===== src/rtl/hd_sync_gen.sv =====
// HD raster timing generator: fractional-NCO pixel clock, h/v counters with registered
// sync decode, and a frame-lock FSM that snaps the line counter to the PAL frame end.
module hd_sync_gen #(
    parameter int unsigned H_ACT       = 1280,
    parameter int unsigned H_FP        = 8,
    parameter int unsigned H_SYNC      = 32,
    parameter int unsigned H_BP        = 40,
    parameter int unsigned V_ACT       = 720,
    parameter int unsigned V_FP        = 3,
    parameter int unsigned V_SYNC      = 5,
    parameter int unsigned V_BP        = 20,
    parameter int unsigned NCO_INC     = 32768,
    parameter int unsigned V_LOCK_LINE = 740,
    parameter int unsigned LOCK_TOL    = 2
) (
    input  logic        clk,
    input  logic        reset_n,
    input  logic        i_lock_en,
    input  logic        i_frame_end,
    output logic        o_hd_clk,
    output logic        o_pix_en,
    output logic        o_hd_hsync,
    output logic        o_hd_vsync,
    output logic        o_hd_de,
    output logic        o_locked,
    output logic [11:0] o_h_cnt,
    output logic [10:0] o_v_cnt
);

    localparam int unsigned H_TOTAL = H_ACT + H_FP + H_SYNC + H_BP;
    localparam int unsigned V_TOTAL = V_ACT + V_FP + V_SYNC + V_BP;

    localparam logic [16:0] INC     = 17'(NCO_INC);
    localparam logic [11:0] H_LAST  = 12'(H_TOTAL - 1);
    localparam logic [10:0] V_LAST  = 11'(V_TOTAL - 1);
    localparam logic [11:0] H_ACT_W = 12'(H_ACT);
    localparam logic [10:0] V_ACT_W = 11'(V_ACT);
    localparam logic [11:0] HS_BEG  = 12'(H_ACT + H_FP);
    localparam logic [11:0] HS_END  = 12'(H_ACT + H_FP + H_SYNC);
    localparam logic [10:0] VS_BEG  = 11'(V_ACT + V_FP);
    localparam logic [10:0] VS_END  = 11'(V_ACT + V_FP + V_SYNC);
    localparam logic [10:0] V_LOCK  = 11'(V_LOCK_LINE);
    localparam logic [11:0] V_TOT_W = 12'(V_TOTAL);
    localparam logic [11:0] TOL_W   = 12'(LOCK_TOL);
    localparam logic [11:0] WD_LAST = 12'(2 * V_TOTAL - 1);

    typedef enum logic [1:0] {FREE, SEEK, LOCKED} lock_state_t;

    logic [15:0] r_acc;
    logic [16:0] w_sum;
    logic        w_tick;
    logic        w_pix;
    logic        w_wrap;
    logic        w_snap;
    logic        r_hd_clk;
    logic        r_pix_en;
    logic        r_hsync;
    logic        r_vsync;
    logic        r_de;
    logic        r_locked;
    logic        r_pending;
    logic [11:0] r_h_cnt;
    logic [11:0] w_h_nxt;
    logic [10:0] r_v_cnt;
    logic [10:0] w_v_nxt;
    logic [11:0] r_wd;
    logic [11:0] w_diff;
    logic [11:0] w_err;
    lock_state_t r_state;
    lock_state_t w_state_nxt;

    assign w_sum  = {1'b0, r_acc} + INC;
    assign w_tick = w_sum[16];
    assign w_pix  = w_tick & r_hd_clk;
    assign w_wrap = w_pix && (r_h_cnt == H_LAST);
    // A frame end seen in the wrap cycle only sets pending; the old flag decides this wrap.
    assign w_snap = w_wrap & r_pending & i_lock_en;

    always_comb begin
        w_h_nxt = r_h_cnt;
        w_v_nxt = r_v_cnt;
        if (w_wrap) begin
            w_h_nxt = '0;
            if (w_snap)
                w_v_nxt = V_LOCK;
            else if (r_v_cnt == V_LAST)
                w_v_nxt = '0;
            else
                w_v_nxt = r_v_cnt + 11'd1;
        end else if (w_pix) begin
            w_h_nxt = r_h_cnt + 12'd1;
        end
    end

    // Circular line distance to the lock line.
    assign w_diff = (r_v_cnt >= V_LOCK) ? {1'b0, r_v_cnt - V_LOCK} : {1'b0, V_LOCK - r_v_cnt};
    assign w_err  = (w_diff <= V_TOT_W - w_diff) ? w_diff : V_TOT_W - w_diff;

    always_comb begin
        w_state_nxt = r_state;
        if (!i_lock_en) begin
            w_state_nxt = FREE;
        end else begin
            if (r_state == FREE)
                w_state_nxt = SEEK;
            if (i_frame_end) begin
                if (w_err <= TOL_W)
                    w_state_nxt = LOCKED;
                else
                    w_state_nxt = SEEK;
            end else if (r_state == LOCKED && w_wrap && r_wd == WD_LAST) begin
                w_state_nxt = SEEK;
            end
        end
    end

    always_ff @(posedge clk or negedge reset_n) begin
        if (!reset_n) begin
            r_acc    <= '0;
            r_hd_clk <= 1'b0;
            r_pix_en <= 1'b0;
            r_h_cnt  <= '0;
            r_v_cnt  <= '0;
            r_hsync  <= 1'b0;
            r_vsync  <= 1'b0;
            r_de     <= 1'b0;
        end else begin
            r_acc    <= w_sum[15:0];
            r_pix_en <= w_pix;
            if (w_tick)
                r_hd_clk <= ~r_hd_clk;
            if (w_pix) begin
                r_h_cnt <= w_h_nxt;
                r_v_cnt <= w_v_nxt;
                r_hsync <= (w_h_nxt >= HS_BEG) && (w_h_nxt < HS_END);
                r_vsync <= (w_v_nxt >= VS_BEG) && (w_v_nxt < VS_END);
                r_de    <= (w_h_nxt < H_ACT_W) && (w_v_nxt < V_ACT_W);
            end
        end
    end

    always_ff @(posedge clk or negedge reset_n) begin
        if (!reset_n) begin
            r_state   <= SEEK;
            r_locked  <= 1'b0;
            r_pending <= 1'b0;
            r_wd      <= '0;
        end else begin
            r_state  <= w_state_nxt;
            r_locked <= (w_state_nxt == LOCKED);
            if (!i_lock_en)
                r_pending <= 1'b0;
            else if (i_frame_end)
                r_pending <= 1'b1;
            else if (w_snap)
                r_pending <= 1'b0;
            if (r_state != LOCKED || i_frame_end)
                r_wd <= '0;
            else if (w_wrap)
                r_wd <= r_wd + 12'd1;
        end
    end

    assign o_hd_clk   = r_hd_clk;
    assign o_pix_en   = r_pix_en;
    assign o_hd_hsync = r_hsync;
    assign o_hd_vsync = r_vsync;
    assign o_hd_de    = r_de;
    assign o_locked   = r_locked;
    assign o_h_cnt    = r_h_cnt;
    assign o_v_cnt    = r_v_cnt;

endmodule


===== config.mk =====
export PLATFORM = sky130hd
export DESIGN_NAME = hd_sync_gen
export DESIGN_NICKNAME = d
export VERILOG_FILES = /design/src/rtl/hd_sync_gen.sv
export SDC_FILE = /design/constraint.sdc
export NUM_CORES = 1
export LEC_CHECK = 0
export ABC_AREA = 1
export BUFFER_PORTS_ARGS = -buffer_cell sky130_fd_sc_hd__buf_2
export CAP_MARGIN = 10
export CORE_MARGIN = 5
export CORE_UTILIZATION = 57
export DETAILED_ROUTE_END_ITERATION = 7
export GPL_ROUTABILITY_DRIVEN = 0
export GPL_TIMING_DRIVEN = 0
export PLACE_DENSITY = 0.77
export SETUP_SLACK_MARGIN = 0.3
export SLEW_MARGIN = 30
export SYNTH_ARGS = -nofsm -noshare
export SYNTH_HDL_FRONTEND = slang
export SYNTH_SLANG_ARGS = --single-unit

===== constraint.sdc =====
create_clock -name clk -period 6.01 [get_ports clk]
set_input_delay 1.5025 -clock clk [delete_from_list [all_inputs] [get_ports clk]]
set_output_delay 1.5025 -clock clk [all_outputs]
set_load 0.05 [all_outputs]

==> results.md <==
- Status: completed
- Power per cell area: between 100 and 150 nW/um^2
- Max-slew headroom: about half
- Fraction of layout cells with a size suffix above 1: between 10% and 20%
- Final clock skew: 0.00806 ns
- Final Instance Area: around 4000 sq um
- Worst r2r src: o_v_cnt[0]$_DFFE_PN0P_
- Via density: between 5 and 6
- Diode count: 0
- Top cells by area, synth: dfrtp_1 30%, nand2_1 13%, inv_1 7.1%
- Ys Warns: 0
- Final Hold Vio Count: 0
- Power, Total: roughly 0.51 mW
- Avg Synthesized Cell Area: slightly below 7 sq um
- # nets final: approximately 600
- CP max stage delay: ~0.43 ns
- Die Wd: approximately 91 um
- Post-route ant nets: 0
- Initial Utilization: about three fifths
- Final slew viol count: 0
- Pre-antenna DRT Iters: 5
- Antenna violations before repair: 0
- Total track usage: between 20% and 30%
- HPWL Detailed: approximately 7200 um
- Postcts setup bufs: 0
- # IOs: 33
- Via count: approximately 3600
- Clock latency on the worst-skew pair: ~0.30 ns
- Main synth FF type: dfrtp_1
- Worst Hold Launch: r_acc[15]$_DFF_PN0_
- Maximum VDD drop: 0.000204 V
- Async set or reset register ratio after synthesis: between 90% and 100%
- Final WL: between 9000 and 10000 um
- Setup violations, final: 0
- Synth top area share: between 20% and 30%
- Worst Setup SP: o_v_cnt[0]$_DFFE_PN0P_
- CTS sink cnt: 45
- Min Tclk post-route: around 4.2 ns
- Cts repair resizes: 0
- Area grow syn2layout: 9.55%
- Crit path max-delay family: simple AND/OR/NAND/NOR gates
- Placed cell areas: roughly 4000 sq um
- Startpoint Class: flop
- Critical Path RT: ~6.3 ns
- Rows: 29
- Die H: between 90 and 100 um
- Static Leak: between 2 and 2.5 nW
- RSZ-0062 raised after global routing: no
- Post-Syn Nets: approximately 560
- Root buffer cell: clkbuf_8
- Final setup TNS: 0 ns
- Vias in the first global route: about 3600
- Critical path class: reg2reg
- DRC errors left: 0
- Port Buffers: 32
- Synth Register Bits: 45
- Hold WC Path Type: reg2reg
- Cell Area, Synth: between 3000 and 4000 sq um
- Largest net degree at the start of global routing: 46
- Clk slew on worst S/H paths: approximately 0.080 ns
- DR WL/cell: ~14 um
- Yosys cell types: 44
- Worst Tran Pin Value: 0.736 ns
- Syn Inst Count: approximately 540
- Non-filler cells, final: approximately 650
- # H-tree levels: 2
- Max Cap Violations: 0
- Fmax: approximately 0.24 GHz
- Cts bufs inserted: 5
- Clock tree buffer depth: 2
- Arrival @ worst endpoint: 4.49 ns
- CTS Hold Bufs: 0
- Worst-path fanout max: 10
- First-pass GRT wire length: about 16000 um
- Cell count after placement: ~650
- Sequential fraction of the synthesis area: between 30% and 40%
- Die area: between 8000 and 9000 sq um
- Worst setup EP type: flop
- Most frequent cell on the critical path: nor2_1
- GRT overflow: 0
- Initial DRC Count: 130
- Core area: between 6000 and 7000 sq um
- Area leader, netlist: dfrtp_1
- Post-synth EDFFs: 0
- Buf/Inv on CP: 3
- CTS tree: yes
- Fin Hold WS: approximately 0.47 ns
- Final Cycle Share: 70.6%
- Crit-path slowest cell: dfrtp_1
==> through the flow <==
| step | setup slack [ns] | util, % |
|---|---|---|
| final | 1.76 | 64.2 |
| after floorplan | 2.10 | - |
| after global routing | 1.27 | 64.2 |
| after detailed placement | 1.83 | 62.6 |
| after global placement | 1.93 | 62.6 |
| after CTS | 1.79 | 64.1 |
==> report_power, final <==
group / switching (mW) / internal, mW
Combinational: 0.0114 / 0.00301
Sequential: 0.000697 / 0.304
Clock: 0.101 / 0.0939
==> routing by layer <==
| layer | GRT usage (%) | routed length (um) | share of wire [%] |
|---|---|---|---|
| met1 | 28.4 | 3940 | 44 |
| met2 | 39.0 | 4440 | 49 |
| met3 | 3.33 | 365 | 4.0 |
| met4 | 9.78 | 282 | 3.1 |
| met5 | 0 | 0 | 0 |
==> logic make-up after synthesis <==
| logic type | Yosys count | share of synthesized area, % |
|---|---|---|
| XOR/XNOR | 25 | 5.88 |
| adder cells (fa/ha/maj) | 15 | 5.04 |
| flip-flops | 45 | 30.3 |
| AO/OA/AOI/OAI | 57 | 9.35 |
| AND/OR/NAND/NOR | 305 | 39.4 |
| buffers and inverters | 90 | 9.99 |
==> final cells by class <==
cell class / instances / area, sq um
Tap cell: 77 / 96.3
Inverter: 83 / 317
Sequential cell: 45 / 1130
Buffer: 7 / 55.1
Fill cell: 589 / 2270
Timing Repair Buffer: 32 / 163
Multi-Input combinational cell: 402 / 2230
Clock buffer: 8 / 90.1
==> registers in the layout, summed over array words and instances, names as in the netlist <==
register    count
o_v_cnt        11
o_hd_vsync      1
o_locked        1
r_wd           12
o_h_cnt        12
o_hd_hsync      1
r_state         2
r_pending       1
o_pix_en        1
o_hd_clk        1
r_acc           1
o_hd_de         1
==> Yosys cell counts (2+ instances only) <==
cell type / n
nor3_1: 18
inv_2: 8
xor2_1: 23
o21ai_1: 3
o211ai_1: 3
a22o_1: 2
nor2_1: 55
ha_1: 15
dfrtp_1: 44
nor4_1: 8
buf_2: 2
nand3_1: 41
nand3_2: 6
o21ai_0: 20
nor2_2: 8
inv_1: 70
buf_4: 3
nand2_4: 6
nand2_1: 129
a21oi_1: 17
a21oi_2: 3
buf_6: 2
xnor2_1: 2
nand4_1: 10
clkinv_2: 2
clkinv_1: 2
nor2_4: 4
nand2_2: 15
==> final timing paths <==
| path | end | slack, ns | cells after the start |
|---|---|---|---|
| setup / recovery | o_locked$_DFF_PN0_ | 1.76 | 28 |
| hold / removal | r_acc[15]$_DFF_PN0_ | 0.47 | 1 |
| setup reg to reg | o_locked$_DFF_PN0_ | 1.76 | 28 |
| hold reg to reg | r_acc[15]$_DFF_PN0_ | 0.47 | 1 |
| max in group asynchronous | r_wd[8]$_DFFE_PN0P_ | 4.44 | 1 |
| min in group asynchronous | o_h_cnt[1]$_DFFE_PN0P_ | 1.18 | 1 |
==> cell usage in the layout (no fill, tap or decap), drive strengths merged, types with 3 or more instances in the layout <==
master / instances
inv: 79
clkinv: 4
o21ai: 24
nor4: 9
clkbuf: 8
a21oi: 20
nand2: 150
ha: 15
buf: 39
nor3: 18
nand4: 10
xor2: 23
nand3: 47
o211ai: 3
dfrtp: 44
nor2: 68
Note: power is estimated with default switching activity, not from simulation.
